--- src/rtl/dispatch_alloc_ctrl.sv ---
`default_nettype none
// ============================================================================
// Module      : dispatch_alloc_ctrl
// Description : 2-wide dispatch grant from free-tag / ROB / RS credit, with
//               branch-mispredict recovery sequencing.
// Revision    : 1.0 - initial release
// ============================================================================
module dispatch_alloc_ctrl #(
    parameter int NUM_PR         = 96,
    parameter int NUM_ARCH       = 32,
    parameter int ROB_SIZE       = 32,
    parameter int RS_SIZE        = 16,
    parameter int RECOVER_CYCLES = 2
) (
    input  logic        clock,
    input  logic        reset,
    input  logic [1:0]  id_valid_num,
    input  logic [1:0]  rob_retire_num,
    input  logic [1:0]  rs_issue_num,
    input  logic        ex_mispredict,
    input  logic [5:0]  ex_squash_num,
    output logic [1:0]  id_dispatch_num,
    output logic        id_stall,
    output logic        recovering,
    output logic [15:0] stall_cycles,
    output logic        acct_err
);

    localparam int c_FREE_MAX = NUM_PR - NUM_ARCH;
    localparam int c_FREE_W   = $clog2(c_FREE_MAX + 1);
    localparam int c_ROB_W    = $clog2(ROB_SIZE + 1);
    localparam int c_RS_W     = $clog2(RS_SIZE + 1);
    localparam int c_REC_W    = (RECOVER_CYCLES > 1) ? $clog2(RECOVER_CYCLES) : 1;
    localparam int c_AW       = 12;

    localparam logic signed [c_AW-1:0] c_ZERO       = '0;
    localparam logic signed [c_AW-1:0] c_ONE        = c_AW'(1);
    localparam logic signed [c_AW-1:0] c_TWO        = c_AW'(2);
    localparam logic signed [c_AW-1:0] c_FREE_MAX_S = c_AW'(c_FREE_MAX);
    localparam logic signed [c_AW-1:0] c_ROB_MAX_S  = c_AW'(ROB_SIZE);
    localparam logic signed [c_AW-1:0] c_RS_MAX_S   = c_AW'(RS_SIZE);

    localparam logic [0:0] S_RUN     = 1'b0;
    localparam logic [0:0] S_RECOVER = 1'b1;

    logic [0:0]          r_state;
    logic [c_REC_W-1:0]  r_rec_cnt;
    logic [c_FREE_W-1:0] r_free_cnt;
    logic [c_ROB_W-1:0]  r_rob_cnt;
    logic [c_RS_W-1:0]   r_rs_cnt;
    logic [15:0]         r_stall_cycles;
    logic                r_acct_err;

    logic [1:0] w_req;
    logic [1:0] w_avail;
    logic [1:0] w_grant;
    logic       w_hold;
    logic       w_stall;
    logic       w_clamp;

    logic signed [c_AW-1:0] w_free_s, w_rob_s, w_rs_s;
    logic signed [c_AW-1:0] w_rob_room, w_rs_room;
    logic signed [c_AW-1:0] w_ret_s, w_iss_s, w_sq_s, w_gnt_s;
    logic signed [c_AW-1:0] w_free_nx, w_rob_nx, w_rs_nx;
    logic signed [c_AW-1:0] w_free_cl, w_rob_cl, w_rs_cl;

    function automatic logic signed [c_AW-1:0] f_clamp(
        input logic signed [c_AW-1:0] v,
        input logic signed [c_AW-1:0] hi
    );
        if (v < c_ZERO) return c_ZERO;
        if (v > hi)     return hi;
        return v;
    endfunction

    assign w_free_s   = c_AW'(r_free_cnt);
    assign w_rob_s    = c_AW'(r_rob_cnt);
    assign w_rs_s     = c_AW'(r_rs_cnt);
    assign w_rob_room = c_ROB_MAX_S - w_rob_s;
    assign w_rs_room  = c_RS_MAX_S - w_rs_s;
    assign w_ret_s    = c_AW'(rob_retire_num);
    assign w_iss_s    = c_AW'(rs_issue_num);
    assign w_sq_s     = c_AW'(ex_squash_num);
    assign w_gnt_s    = c_AW'(w_grant);

    // Grant sees only registered credit; this cycle's retire/issue land next cycle.
    always_comb begin
        w_req = (id_valid_num == 2'd3) ? 2'd2 : id_valid_num;
        if ((w_free_s >= c_TWO) && (w_rob_room >= c_TWO) && (w_rs_room >= c_TWO)) begin
            w_avail = 2'd2;
        end else if ((w_free_s >= c_ONE) && (w_rob_room >= c_ONE) && (w_rs_room >= c_ONE)) begin
            w_avail = 2'd1;
        end else begin
            w_avail = 2'd0;
        end
        w_hold  = reset | ex_mispredict | (r_state == S_RECOVER);
        w_grant = w_hold ? 2'd0 : ((w_req < w_avail) ? w_req : w_avail);
        w_stall = ~reset & (w_req > w_grant);
    end

    always_comb begin
        w_free_nx = w_free_s + w_ret_s - w_gnt_s;
        w_rob_nx  = w_rob_s + w_gnt_s - w_ret_s;
        w_rs_nx   = w_rs_s + w_gnt_s - w_iss_s;
        if (ex_mispredict) begin
            w_free_nx = w_free_s + w_ret_s + w_sq_s;
            w_rob_nx  = w_rob_s - w_ret_s - w_sq_s;
            w_rs_nx   = c_ZERO;
        end else if (r_state == S_RECOVER) begin
            w_free_nx = w_free_s + w_ret_s;
            w_rob_nx  = w_rob_s - w_ret_s;
            w_rs_nx   = c_ZERO;
        end
    end

    assign w_free_cl = f_clamp(w_free_nx, c_FREE_MAX_S);
    assign w_rob_cl  = f_clamp(w_rob_nx, c_ROB_MAX_S);
    assign w_rs_cl   = f_clamp(w_rs_nx, c_RS_MAX_S);

    // A clamped value, or one that would not fit its counter, is an accounting fault.
    assign w_clamp = (w_free_cl != w_free_nx) | (w_rob_cl != w_rob_nx) | (w_rs_cl != w_rs_nx)
                   | (|w_free_cl[c_AW-1:c_FREE_W]) | (|w_rob_cl[c_AW-1:c_ROB_W])
                   | (|w_rs_cl[c_AW-1:c_RS_W]);

    always_ff @(posedge clock) begin
        if (reset) begin
            r_state        <= S_RUN;
            r_rec_cnt      <= '0;
            r_free_cnt     <= c_FREE_W'(c_FREE_MAX);
            r_rob_cnt      <= '0;
            r_rs_cnt       <= '0;
            r_stall_cycles <= '0;
            r_acct_err     <= 1'b0;
        end else begin
            r_free_cnt <= w_free_cl[c_FREE_W-1:0];
            r_rob_cnt  <= w_rob_cl[c_ROB_W-1:0];
            r_rs_cnt   <= w_rs_cl[c_RS_W-1:0];
            if (w_clamp) begin
                r_acct_err <= 1'b1;
            end
            if (w_stall && (r_stall_cycles != 16'hFFFF)) begin
                r_stall_cycles <= r_stall_cycles + 16'd1;
            end
            if (ex_mispredict) begin
                r_state   <= S_RECOVER;
                r_rec_cnt <= c_REC_W'(RECOVER_CYCLES - 1);
            end else if (r_state == S_RECOVER) begin
                if (r_rec_cnt == '0) begin
                    r_state <= S_RUN;
                end else begin
                    r_rec_cnt <= r_rec_cnt - c_REC_W'(1);
                end
            end
        end
    end

    assign id_dispatch_num = w_grant;
    assign id_stall        = w_stall;
    assign recovering      = (r_state == S_RECOVER);
    assign stall_cycles    = r_stall_cycles;
    assign acct_err        = r_acct_err;

endmodule
`default_nettype wire

--- config.mk ---
export PLATFORM = sky130hd
export DESIGN_NAME = dispatch_alloc_ctrl
export DESIGN_NICKNAME = d
export VERILOG_FILES = /design/src/rtl/dispatch_alloc_ctrl.sv
export SDC_FILE = /design/constraint.sdc
export NUM_CORES = 1
export LEC_CHECK = 0
export ABC_AREA = 1
export CAP_MARGIN = 10
export CORE_MARGIN = 4
export CORE_UTILIZATION = 44
export DETAILED_ROUTE_END_ITERATION = 10
export GPL_ROUTABILITY_DRIVEN = 0
export PLACE_DENSITY = 0.65
export SYNTH_ARGS = -nofsm -noshare
export SYNTH_HDL_FRONTEND = slang
export SYNTH_SLANG_ARGS = --single-unit
--- constraint.sdc ---
create_clock -name clock -period 5.5 [get_ports clock]
set_input_delay 1.1 -clock clock [delete_from_list [all_inputs] [get_ports clock]]
set_output_delay 1.1 -clock clock [all_outputs]
set_load 0.02 [all_outputs]
# After elaboration in Yosys (flattened, before gate mapping)
# Cells that the tools add are included.
# totals
in_bits,15
regBits,37
# op_classes
eq_ne,5
n_bitwise,9
n_reduce_logical,9
n_addsub,13
magnitude_cmp,14
mux,38
# ops
operator,n
$mux W12,18
$lt A12 B1 Y1 const B,3
$ne A12 B12 Y1,3
$add A16 B1 Y16 const B,1
$mux W1,16
$ne A16 B16 Y1 const B,1
$ge A7 B2 Y1 const B,2
$sub A6 B2 Y7,2
$add A12 B7 Y12,1
$gt A12 B6 Y1 const B,1
$gt A12 B7 Y1 const B,1
$gt A12 B8 Y1 const B,1
$sub A12 B3 Y12,1
$sub A12 B7 Y12,1
$add A7 B2 Y8,1
$mux W2,4
$sub A7 B2 Y8,1
$add A6 B2 Y7,1
$ge A7 B1 Y1 const B,1
$ge A7 B3 Y1 const B,1
$or A1 B1 Y1,7
$reduce_or A7 Y1,1
$sub A6 B6 Y7 const A,1
$add A5 B2 Y6,1
other kinds (13),17

# Logic depth before layout (Yosys ltp)
# depth
depth_word,24
depth_mapped,33
ltp_nobuf,33

# Least setup slack after synthesis
# OpenSTA, ideal clock, no wires.
# synth_path
path_kind,input to register
from,input ex_mispredict
to,register r_rob_cnt[0]
path_stages,20
n_path_buf,2
setup_ns,0.066
slack_ns,0.938
t_required_ns,5.434
arrival_time_ns,4.497
cell_sequence,clkbuf_1 -> nor2_2 -> clkbuf_1 -> nand3_1 -> fa_1 -> inv_1 -> fa_1 -> nand2_1 -> a21oi_1 -> nor2_1 -> nor2_1 -> nor2_1 -> o21bai_1 -> xor2_1 -> o21ai_0 -> nand2_1 -> nor3b_1 -> nand2_1 -> or3_1 -> nor2_1
# synth_between
elab_chain_cells,12
elab_cells_between_ends,15
# synth_lines
item,line,source
start: declaration,20,"input logic ex_mispredict,"
$or A1 B1 Y1 (2 in a row),96,w_hold = reset | ex_mispredict | (r_state == S_RECOVER);
$mux W2,97,w_grant = w_hold ? 2'd0 : ((w_req < w_avail) ? w_req : w_avail);
$add A6 B2 Y7,103,w_rob_nx = w_rob_s + w_gnt_s - w_ret_s;
$sub A7 B2 Y8,103,
$mux W12,109,end else if (r_state == S_RECOVER) begin
$mux W12 (*),105,if (ex_mispredict) begin
$gt A12 B7 Y1,72,if (v > hi) return hi;
$mux W1 (2 in a row),72,
$mux W12,73,return v;
$mux W12 (*),72,
end signal: assignment,136,r_rob_cnt <= w_rob_cl[c_ROB_W-1:0];
end: declaration,49,logic [c_ROB_W-1:0] r_rob_cnt;
# Every way passes the cells marked *; elsewhere a longest branch is shown, timed or not. The select of a mux whose other input is x is not followed.
# A chain may end at the register's enable or synchronous reset.

# Worst setup path after layout
# layout_path
from,register r_rob_cnt[0]
to,output id_stall
# layout_between
elab_chain_cells,11
elab_cells_between_ends,14
# layout_lines
item,line,source
$sub A6 B6 Y7 (*),79,assign w_rob_room = c_ROB_MAX_S - w_rob_s;
$ge A7 B2 Y1,91,end else if ((w_free_s >= c_ONE) && (w_rob_room >= c_ONE) && (w_rs_room >= c_ONE)) begin
$logic_and A1 B1 Y1 (2 in a row),91,
$mux W1,91,
$mux W2 (*),89,if ((w_free_s >= c_TWO) && (w_rob_room >= c_TWO) && (w_rs_room >= c_TWO)) begin
$lt A2 B2 Y1,97,
$mux W2 (*) (2 in a row),97,
$gt A2 B2 Y1 (*),98,w_stall = ~reset & (w_req > w_grant);
$and A1 B1 Y1 (*),98,
end: declaration,23,"output logic id_stall,"
# Every way passes the cells marked *; elsewhere a longest branch is shown, timed or not.

==> qor.txt <==
clock power share = 17.0%
pins over their slew limit = 0
internal power = 619 µW
# port buffers = 35
fraction of layout cells with a size suffix above 1 = 7.15%
fillers = 906
DR vias/cell = 5.14
starting DRC count in detailed routing = 190
max_cap viols = 0
syn avg cell area = 6.66 µm²
sequential share of power = 26.6%
Setup WS pre-CTS = 0.457 ns
Switch Pwr = 527 µW
first-pass GRT wire length = 17200 µm
ANT nets after route = 0
Worst Setup End Kind = output pin
postcts setup bufs = 0
utilization after layout = 51.6%
Peak VDD IR = 0.146 mV
Overflow after GRT = 0
synth-to-layout area growth = 13.0%
Fin. Hold Viols = 0
setup ws final = 0.424 ns
fin nets = 713
I/O pin count = 36
syn nets = 678
Worst Path Required = 4.40 ns
core area = 8850 µm²
post-cts repair resize count = 0
worst hold path class = flop to flop
Net Sw Frac = 46.0%
Root Driver = clkbuf_8
normalized max-slew margin = 49.1%
Yosys reg bits = 37
WP data arrival = 3.98 ns
unrepaired setup endpoints after global routing = false
commonest cells after routing, fill and taps aside = nand2_1, inv_1, nor2_1
die area = 10800 µm²
crit path max fanout = 18
largest net degree at the start of global routing = 20
DR vias = 3861
CTS sink cnt = 37
post-route clock period utilization = 92.3%
area leader, netlist = dfxtp_1
Worst-Skew Late Latency = 0.30 ns
maximum clock rate = 0.197 GHz
clock skew = 0.00593 ns
CTS Buffer Depth = 2
Die Wd = 104 µm
endpoints failing setup = 0
post-synthesis sequential area ratio = 18.3%
synth top area cells = dfxtp_1, ha_1, nand2_1
setup TNS = 0 ns
CTS H-tree depth = 2
Mapped Area = 4040 µm²
Worst Tran Pin Value = 0.761 ns
Initial Utilization = 45.7%
global-route usage over all layers = 18.9%
number of global-route vias before repair = 3673
ANT cells = 0
post-synth top area share = 18.3%
dpl hpwl = 8130 µm
pwr dens = 251 nW/µm²
Core Rows = 34
Die Ht = 104 µm
DRT Wirelength = 9960 µm
most common cell after layout, fill and taps aside = nand2_1
Hold Buf Count CTS = 0
outcome = finished, final reports clean
post-synthesis cell count = 607
Leak = 2.17 nW
CTS Buf Count = 5
Final min period = 5.08 ns
Unique masters post-synth = 48
routed len/inst = 13.3 µm
CP Class = flop to output pin
DRT Pass-1 Iters = 4
CTS tree = yes
slack of the worst reg-to-reg path = 0.64 ns
DRC viols = 0
Startpoint Class = flop
Reg clk slew, reported paths = 0.08 ns
initial antenna violation count = 0
combinational share of power = 56.4%
YS warnings = 0
path summary, 6_finish.rpt:
check / endpoint / depth (start not counted) / startpoint
worst min-delay path: stall_cycles[15] / 2 / stall_cycles[15]
worst max register to register: r_rob_cnt[4] / 30 / r_rob_cnt[0]
worst max-delay path: id_stall / 21 / r_rob_cnt[0]
worst min register to register: stall_cycles[15] / 2 / stall_cycles[15]
power groups by stage:
stage               Sequential, mW  Combinational (mW)  Clock [mW]
floorplan                    0.308               0.503           0
global placement             0.311               0.627           0
detailed placement           0.312               0.640           0
CTS                          0.305               0.644       0.203
global route                 0.308               0.739       0.209
finish                       0.305               0.646       0.195
flip-flops by register name (all words and copies together) (netlist names):
name	flops
r_rob_cnt	6
r_free_cnt	7
acct_err	1
stall_cycles	16
r_rec_cnt	1
recovering	1
r_rs_cnt	5
critical path: stages, from the launching register on:
cell             delay [ns]
dfxtp_1                0.33
inv_1                  0.23
ha_1                   0.30
nand2_1                0.07
nand2_1                0.05
nand2_1                0.06
inv_1                  0.06
nand3_2                0.07
nor2_1                 0.13
nand2_1                0.06
nand2_1                0.10
nand2_2                0.08
inv_1                  0.06
ha_1                   0.15
nand3_1                0.24
ha_1                   0.42
nand3_1                0.11
nand3_2                0.08
o21ai_2                0.07
inv_2                  0.08
nor2_8                 0.23
clkdlybuf4s50_1        0.66
per-layer routing:
metal	global-route usage, %	wire, µm
met1	27.0	4880
met2	30.7	4630
met3	2.36	408
met4	3.80	41
met5	0	0
per-stage QoR:
stage / instances / hold WS (ns) / instance area [µm²] / power (mW)
finish: 751 / 0.492 / 4570 / 1.15
detailed placement: 743 / 0.483 / 4490 / 0.952
floorplan: 607 / 0.486 / 4040 / 0.811
global placement: 743 / 0.470 / 4490 / 0.938
global route: 751 / 0.531 / 4570 / 1.26
CTS: 751 / 0.494 / 4570 / 1.15
final cells by class:
class | instances | area [µm²] | area share, %
clock inverters | 2 | 10.0 | 0.219
clock buffers | 6 | 72.6 | 1.59
inverters | 100 | 375 | 8.22
flip-flops and latches | 37 | 741 | 16.2
repair buffers | 40 | 388 | 8.49
multi-input cells | 458 | 2850 | 62.3
well taps | 108 | 135 | 2.96
cell usage after synthesis, drive strengths merged:
master,n
a21boi,3
dfxtp,37
o21bai,2
nand2,127
xor2,21
o311ai,1
nor2,67
inv,100
nor3b,1
o211ai,3
o31ai,2
a21o,2
ha,47
a22o,1
a211o,1
nor3,11
nand3,61
fa,9
or2,6
o21ai,25
a21oi,38
xnor2,5
buf,4
or3,1
o221ai,3
clkbuf,8
nand4,14
a31oi,3
nor4,1
nand3b,2
o21a,1
cells by family (layout without fill, tap and decap cells):
logic type | Yosys count | count (layout) | synth area share, %
fa+ha+maj | 56 | 56 | 19.0
buf+inv | 112 | 148 | 11.2
flops | 37 | 37 | 18.3
simple gates | 291 | 291 | 33.1
xor+xnor | 26 | 26 | 5.82
compound gates | 85 | 85 | 12.5
Note: power is estimated with default switching activity, not from simulation.
